$ cat src/rtl/div_pkg.sv
// Shared definitions for the sequential restoring divider: state encoding,
// default operand widths and the step-counter width helper.
package div_pkg;

  typedef enum logic [1:0] {
    IDLE = 2'd0,
    BUSY = 2'd1,
    DONE = 2'd2
  } div_state_t;

  localparam int DIV_DW = 8;
  localparam int DIV_VW = 4;

  // Width needed to hold a step count of DW-1 down to 0 (never less than 1 bit).
  function automatic int cnt_width(input int dw);
    return (dw <= 2) ? 1 : $clog2(dw);
  endfunction

endpackage

$ cat src/rtl/div_restore_step.sv
// One restoring-division step: shift one dividend bit into the partial
// remainder, try to subtract the divisor, and keep the difference if it fits.
module div_restore_step #(
  parameter int VW = 4
) (
  input  logic [VW-1:0] pr,
  input  logic          in_bit,
  input  logic [VW-1:0] divisor,
  output logic [VW-1:0] pr_next,
  output logic          q_bit
);

  logic [VW-1:0] pr_low;
  logic          ge;

  // The shifted remainder is VW+1 bits wide: pr[VW-1] is its top bit and pr_low
  // the rest. A set top bit means the value is at least 2^VW, which always
  // covers the divisor. Because the remainder entering a step is below the
  // divisor, the result of the step is below the divisor as well, so a VW-bit
  // modular subtract gives the exact result.
  always_comb begin
    pr_low  = {pr[VW-2:0], in_bit};
    ge      = pr[VW-1] | (pr_low >= divisor);
    pr_next = ge ? (pr_low - divisor) : pr_low;
    q_bit   = ge;
  end

endmodule

$ cat src/rtl/seq_restoring_divider.sv
// Iterative unsigned restoring divider producing one quotient bit per clock,
// with a start/done handshake. Optional feature macro: DIV_DBZ_FLAG_EN adds a
// div_by_zero output that flags requests made with a zero divisor.
module seq_restoring_divider
  import div_pkg::*;
#(
  parameter int DW = DIV_DW,
  parameter int VW = DIV_VW
) (
  input  logic          clk,
  input  logic          rst_n,
  input  logic          start,
  input  logic [DW-1:0] dividend,
  input  logic [VW-1:0] divisor,
  output logic          busy,
  output logic          done,
  output logic [DW-1:0] quotient,
  output logic [VW-1:0] remainder
`ifdef DIV_DBZ_FLAG_EN
  ,
  output logic          div_by_zero
`endif
);

  localparam int CW = cnt_width(DW);

  div_state_t    state_q, state_d;
  // Dividend bits leave at the top while quotient bits enter at the bottom,
  // so after DW steps this register holds the quotient.
  logic [DW-1:0] dq_q, dq_d;
  logic [VW-1:0] dvs_q, dvs_d;
  logic [VW-1:0] pr_q, pr_d;
  logic [CW-1:0] cnt_q, cnt_d;
  logic [DW-1:0] quotient_q, quotient_d;
  logic [VW-1:0] remainder_q, remainder_d;
  logic          busy_q, busy_d;
  logic          done_q, done_d;
`ifdef DIV_DBZ_FLAG_EN
  logic          dbz_q, dbz_d;
`endif

  logic [VW-1:0] step_pr;
  logic          step_q;

  div_restore_step #(
    .VW(VW)
  ) u_step (
    .pr      (pr_q),
    .in_bit  (dq_q[DW-1]),
    .divisor (dvs_q),
    .pr_next (step_pr),
    .q_bit   (step_q)
  );

  // Next-state, datapath and registered-output logic for IDLE/BUSY/DONE.
  always_comb begin
    state_d     = state_q;
    dq_d        = dq_q;
    dvs_d       = dvs_q;
    pr_d        = pr_q;
    cnt_d       = cnt_q;
    quotient_d  = quotient_q;
    remainder_d = remainder_q;
    busy_d      = 1'b0;
    done_d      = 1'b0;
`ifdef DIV_DBZ_FLAG_EN
    dbz_d       = dbz_q;
`endif
    case (state_q)
      BUSY: begin
        dq_d = {dq_q[DW-2:0], step_q};
        pr_d = step_pr;
        if (cnt_q == '0) begin
          state_d     = DONE;
          done_d      = 1'b1;
          quotient_d  = {dq_q[DW-2:0], step_q};
          remainder_d = step_pr;
        end else begin
          cnt_d  = cnt_q - CW'(1);
          busy_d = 1'b1;
        end
      end
      default: begin
        // IDLE and DONE both accept a new request, so back-to-back works.
        state_d = IDLE;
        if (start) begin
          if (divisor == '0) begin
            state_d     = DONE;
            done_d      = 1'b1;
            quotient_d  = '1;
            remainder_d = '0;
`ifdef DIV_DBZ_FLAG_EN
            dbz_d       = 1'b1;
`endif
          end else begin
            state_d = BUSY;
            busy_d  = 1'b1;
            dq_d    = dividend;
            dvs_d   = divisor;
            pr_d    = '0;
            cnt_d   = CW'(DW - 1);
`ifdef DIV_DBZ_FLAG_EN
            dbz_d   = 1'b0;
`endif
          end
        end
      end
    endcase
  end

  // State and output registers with synchronous active-low clear.
  always_ff @(posedge clk) begin
    if (!rst_n) begin
      state_q     <= IDLE;
      dq_q        <= '0;
      dvs_q       <= '0;
      pr_q        <= '0;
      cnt_q       <= '0;
      quotient_q  <= '0;
      remainder_q <= '0;
      busy_q      <= 1'b0;
      done_q      <= 1'b0;
`ifdef DIV_DBZ_FLAG_EN
      dbz_q       <= 1'b0;
`endif
    end else begin
      state_q     <= state_d;
      dq_q        <= dq_d;
      dvs_q       <= dvs_d;
      pr_q        <= pr_d;
      cnt_q       <= cnt_d;
      quotient_q  <= quotient_d;
      remainder_q <= remainder_d;
      busy_q      <= busy_d;
      done_q      <= done_d;
`ifdef DIV_DBZ_FLAG_EN
      dbz_q       <= dbz_d;
`endif
    end
  end

  assign busy      = busy_q;
  assign done      = done_q;
  assign quotient  = quotient_q;
  assign remainder = remainder_q;
`ifdef DIV_DBZ_FLAG_EN
  assign div_by_zero = dbz_q;
`endif

endmodule

$ cat config.mk
export PLATFORM = sky130hd
export DESIGN_NAME = seq_restoring_divider
export DESIGN_NICKNAME = d
export VERILOG_FILES = /design/src/rtl/div_pkg.sv /design/src/rtl/div_restore_step.sv /design/src/rtl/seq_restoring_divider.sv
export SDC_FILE = /design/constraint.sdc
export NUM_CORES = 1
export LEC_CHECK = 0
export ABC_CLOCK_PERIOD_IN_PS = 3800
export BUFFER_PORTS_ARGS = -buffer_cell sky130_fd_sc_hd__buf_2
export CORE_MARGIN = 3
export CORE_UTILIZATION = 40
export DETAILED_ROUTE_END_ITERATION = 7
export PLACE_DENSITY_LB_ADDON = 0.2
export SYNTH_ARGS = -nofsm -noshare
export SYNTH_HDL_FRONTEND = slang
export SYNTH_HIERARCHICAL = 1
export SYNTH_SLANG_ARGS = --single-unit
$ cat constraint.sdc
create_clock -name clk -period 3.8 [get_ports clk]
set_clock_uncertainty 0.2 [all_clocks]
set_input_delay 0.38 -clock clk [delete_from_list [all_inputs] [get_ports clk]]
set_output_delay 0.38 -clock clk [all_outputs]
set_load 0.03 [all_outputs]
Yosys cells after proc, flatten, opt, wreduce, memory -nomap -nowiden
Index checks and enable logic that the tools add are counted.
Widths: inputs -> output; s select.
{ "totals": {"regBits": 35} }
{ "op_classes": {"add_sub_neg": 2, "mux": 31, "eq_ne": 4, "order_cmp": 1, "n_bitwise": 3, "reduce_logical": 8} }
{ "ops": {"columns": ["operator", "n"], "rows": [
  ["$mux 8", 7],
  ["$mux 4", 8],
  ["$mux 3", 4],
  ["$reduce_and 3->1", 3],
  ["$mux 1", 8],
  ["$mux 2", 4],
  ["$ge 4x4->1", 1],
  ["$logic_not 4->1", 1],
  ["$ne 2x2->1 const B", 2],
  ["$reduce_bool 2->1", 2],
  ["$sub 4x4->4", 1],
  ["$logic_not 3->1", 1],
  ["$sub 3x1->3 const B", 1],
  ["$eq 2x1->1 const B", 1],
  ["$ne 2x1->1 const B", 1],
  ["$not 1->1", 2],
  ["$reduce_and 2->1", 1],
  ["$or 1x1->1", 1]
]} }

Longest topological paths before layout
{ "depth": {"ltp_word": 5, "depth_mapped": 10} }

Modules after synthesis
Netlist, hierarchy kept.
{ "modules_own_cells": {"columns": ["module", "n_inst", "cells_per_inst", "area_per_inst_um2"], "rows": [
  ["seq_restoring_divider", 1, 157, 1422.6],
  ["div_restore_step", 1, 25, 217.7]
]} }

Least setup slack after synthesis
OpenSTA, ideal clock, no wires.
{ "synth_timing": {"path_type": "register to register", "from": "reg dq_q[7]", "to": "reg remainder_q[1] (netlist: remainder[1])", "arrival_ns": 1.702, "n_path_buf": 0, "stages_incl_launch_ff": 10, "synth_period_minus_slack_ns": 2.034, "slack_ns": 1.766, "setup_ns": 0.132, "path_cell_list": "dfxtp_1 inv_1 ha_1 inv_1 fa_1 a21oi_1 o21a_4 mux2_2 nand2_1 a21oi_1"} }
{ "synth_via": {"elab_chain_cells": 5} }
{ "synth_lines": {"columns": ["element", "line_no", "source"], "rows": [
  ["from (decl)", "seq_restoring_divider.sv:30", "logic [DW-1:0] dq_q, dq_d;"],
  ["from (signal assigned)", "seq_restoring_divider.sv:128", "dq_q <= dq_d;"],
  ["$ge 4x4->1", "div_restore_step.sv:23", "ge = pr[VW-1] | (pr_low >= divisor);"],
  ["$or 1x1->1", "div_restore_step.sv:23", null],
  ["$mux 4 (*)", "div_restore_step.sv:24", "pr_next = ge ? (pr_low - divisor) : pr_low;"],
  ["named net step_pr[1]", "seq_restoring_divider.sv:42", "logic [VW-1:0] step_pr;"],
  ["$mux 4 (*)", "seq_restoring_divider.sv:73", "if (cnt_q == '0) begin"],
  ["$mux 4 (*)", "seq_restoring_divider.sv:69", "case (state_q)"],
  ["to (signal assigned)", "seq_restoring_divider.sv:133", "remainder_q <= remainder_d;"],
  ["to (decl)", "seq_restoring_divider.sv:35", "logic [VW-1:0] remainder_q, remainder_d;"]
]} }
The timed path passes the listed nets; every way through them passes the cells marked *. The select of a mux whose other input is x is not followed.
A chain may end at the register's enable or synchronous reset.

Final worst setup path
{ "layout_timing": {"from": "reg dq_q[7]", "to": "reg remainder_q[2] (netlist: remainder[2])"} }
{ "layout_via": {"elab_chain_cells": 5} }
{ "layout_lines": {"columns": ["element", "line_no", "source"], "rows": [
  ["$ge 4x4->1", "div_restore_step.sv:23", null],
  ["$or 1x1->1", "div_restore_step.sv:23", null],
  ["named net step_q", "seq_restoring_divider.sv:43", "logic step_q;"],
  ["$mux 4", "div_restore_step.sv:24", null],
  ["named net step_pr[2]", "seq_restoring_divider.sv:42", null],
  ["$mux 4", "seq_restoring_divider.sv:73", null],
  ["$mux 4", "seq_restoring_divider.sv:69", null]
]} }
The timed path passes the listed nets, and every way through them passes these cells. The select of a mux whose other input is x is not followed.

==> impl_metrics.py <==
metrics = {
    "drt": {
        "drt-pass1-iter-count": 4,
        "wl_um": 3720,
        "drt_iter0_drc": 69,
        "routedWlPerCell_um": 14.5,
        "vias": 1376,
        "via_per_inst": 5.35,
        "postRouteAntennaNets": 0,
        "drc": 0,
    },
    "cells_and_area": {
        "antenna_cells": 0,
        "drive_gt1_share_pct": 21.1,
        "nFillCells": 373,
        "nNetsFinal": 230,
        "areaGrowthSynthToFinish_pct": 14.9,
        "finalNonFillerCells": 257,
    },
    "worst_setup_path": {
        "crit_end": "remainder[2]",
        "startpoint_type": "register",
        "cp-end-kind": "register",
        "crit_chain": "inv_1 -> ha_1 -> inv_1 -> fa_1 -> a21oi_1 -> o21a_4 -> inv_2 -> mux2_4 -> nand2_1 -> a21oi_1",
        "required_ps": 3750,
        "cp_slowest_cell": "fa_1",
        "cp-startpoint": "dq_q[7]",
        "critPathArrivalTime_ps": 2130,
        "crit_fanout": 4,
        "crit_family": "adder cells",
        "r2r_cells": 10,
        "r2r-end": "remainder[2]",
        "path_depth": 10,
        "crit_buf_inv": 3,
        "cpPeakStageDelay_ps": 400,
        "critPathKind": "register to register",
        "r2r-start": "dq_q[7]",
        "regToRegSetupSlack_ps": 1620,
    },
    "synthesis": {
        "syn_avg_cell_area_um2": 9.01,
        "synth_area_um2": 1640,
        "synth_top_cell_by_area": "dfxtp_1",
        "synth_top_family_by_area": "compound AO/OA/AOI/OAI gates",
        "synth_commonest_cells": "35 x dfxtp_1, 31 x a21oi_1, 20 x o21ai_0, 17 x inv_1",
        "ys.flop_type": "dfxtp_1",
        "yosys.area_share.simple_pct": 10.9,
        "synth_top_area_share_pct": 42.7,
        "synth-compound-area-share_pct": 25.4,
        "synth_cell_types": 36,
        "synth-seq-area-share_pct": 42.7,
        "synth_most_common_cell": "dfxtp_1",
        "synthTopCellsByArea": "dfxtp_1 43%, a21oi_1 9.5%, o21ai_0 6.1%, mux2i_1 5.5%, ha_1 4.6%",
        "synth-adder-area-share_pct": 5.80,
        "synth.area.mux_share_pct": 7.09,
        "synth_cells": 182,
        "ys_warn_count": 6,
        "synth-xor-area-share_pct": 0.534,
        "synth_async_sr_flop_share_pct": 0,
        "synth_edf_count": 0,
        "ys_ff_latch": 35,
        "synth_nets": 204,
    },
    "power": {
        "report.power.total_mw": 0.895,
        "power.net_switching_mw": 0.283,
        "cellPowerDensity_nw_per_um2": 475,
        "p_leak_nw": 0.791,
        "switching_share_pct": 31.6,
        "seqPwrFrac_pct": 47.1,
        "peakVddDrop_uv": 265,
        "power.internal_mw": 0.612,
        "clkPwrFrac_pct": 29.3,
        "combPwrFrac_pct": 23.6,
    },
    "timing": {
        "period_needed_ps": 2180,
        "fin_crit_sh_pct": 57.4,
        "final-setup-viol-count": 0,
        "finalHoldViolCount": 0,
        "worst_slew_pin_slew_ps": 940,
        "rsz0062_at_grt": "false",
        "whs_ps": 187,
        "drv_slew": 0,
        "timing.fmax_mhz": 458,
        "fin_tns_setup_ps": 0,
        "max_slew_margin_pct": 37.3,
    },
    "cts": {
        "cts_buffer_depth": 2,
        "cts_tree": "built",
        "htree_levels": 2,
        "holdBufCountCts": 0,
        "cts_num_sinks": 35,
        "clk_latency_ps": 290,
        "postCtsSetupBuffers": 0,
        "cts_resized": 0,
        "cts_made_buffers": 5,
        "cts.clk_slew.worst_paths_ps": 70,
        "root_buffer": "clkbuf_8",
    },
    "floorplanning": {
        "dieHeight_um": 70.0,
        "initial_utilization_pct": 43.2,
        "io_pins": 29,
        "fp.dieW_um": 70.0,
        "dieArea_um2": 4900,
        "core-area_um2": 3800,
        "rows": 22,
    },
    "hold_path": {
        "hold_class": "input pin to register",
    },
    "place": {
        "globalplace.congestion": 0.790,
        "io_buffers": 28,
        "dpl.hpwl_um": 2640,
        "place_inst": 249,
    },
    "global_routing": {
        "grt.overflow.total": 0,
        "track_usage_pct": 16.2,
        "grt_pass1_wl_um": 6400,
        "antenna_found_initial": 0,
        "first_global_vias": 1369,
        "grt_max_degree": 27,
    },
    "run": {
        "maxCapViolations": 0,
    },
    "run_status": {
        "outcome": "finished, final reports clean",
    },
}
## metrics by stage
step           util, %  setup WS [ps]  instance area [um^2]
6_report          49.6           1620                  1880
5_1_grt           49.6           1490                  1880
3_3_place_gp      47.4           1690                  1800
2_1_floorplan        -           1770                  1640
4_1_cts           49.6           1630                  1880
3_5_place_dp      47.4           1620                  1800
## kinds of logic (layout without fill, tap and decap cells)
logic type | count (synthesis) | after routing
AOI/OAI and AO/OA | 67 | 67
and+or+nand+nor | 32 | 32
muxes | 11 | 11
xor gates and xnor gates | 1 | 1
buffers and inverters | 29 | 56
DFF | 35 | 35
adders and majority gates | 7 | 7
## worst min path at each step
stage                 from     endpoint  cells past startpoint
6_report        divisor[1]     dvs_q[1]                      3
5_1_grt         divisor[1]     dvs_q[1]                      3
4_1_cts         divisor[0]     dvs_q[0]                      3
3_5_place_dp   quotient[5]  quotient[5]                      2
3_3_place_gp   quotient[5]  quotient[5]                      2
2_1_floorplan     cnt_q[1]     cnt_q[1]                      1
## state kept, by name, summed over array words and instances (netlist names)
name       cells
dq_q           8
quotient       8
dvs_q          4
pr_q           4
remainder      4
cnt_q          3
state_q        2
busy           1
done           1
## worst register-to-register path, delay by kind of cell, from the launching register on
| family | cells | cell delay [ps] |
|---|---|---|
| AOI/OAI and AO/OA | 3 | 450 |
| DFF | 1 | 310 |
| muxes | 1 | 300 |
| buffers and inverters | 3 | 180 |
| and+or+nand+nor | 1 | 60 |
| adders and majority gates | 2 | 560 |
## power by group through the flow
stage               registers [mW]  logic, mW  clock network (mW)
detailed placement           0.430      0.211                   0
finish                       0.422      0.211               0.262
global route                 0.426      0.234               0.289
CTS                          0.421      0.212               0.270
global placement             0.428      0.204                   0
floorplan                    0.450      0.136                   0
## per-layer routing
layer | global-route usage (%) | share of wire (%)
met1 | 20.5 | 47
met2 | 25.7 | 46
met3 | 5.32 | 5.3
met4 | 5.96 | 1.6
met5 | 0 | 0
## cell type report
type	instances	area (um^2)	share of cell area (%)
Clock buffer	6	72.6	3.85
Timing Repair Buffer	30	155	8.23
Tap cell	48	60.1	3.19
Inverter	18	67.6	3.59
Clock inverter	2	12.5	0.664
Sequential cell	35	701	37.2
Multi-Input combinational cell	118	816	43.3
## layout by cell type, fill, tap and decap left out, drive strengths merged, types with 2 or more instances in the layout
master  Yosys  routed
mux2i       9       9
dfxtp      35      35
nand3       9       9
inv        18      18
mux2        2       2
a21boi      2       2
and2        2       2
nand2       9       9
nor2        3       3
o311ai      4       4
buf         2      30
o31a        2       2
nand2b      2       2
o21a        2       2
ha          6       6
o21ai      20      20
a21oi      31      31
clkbuf      9       6
Power figures use the tool's default switching activity.
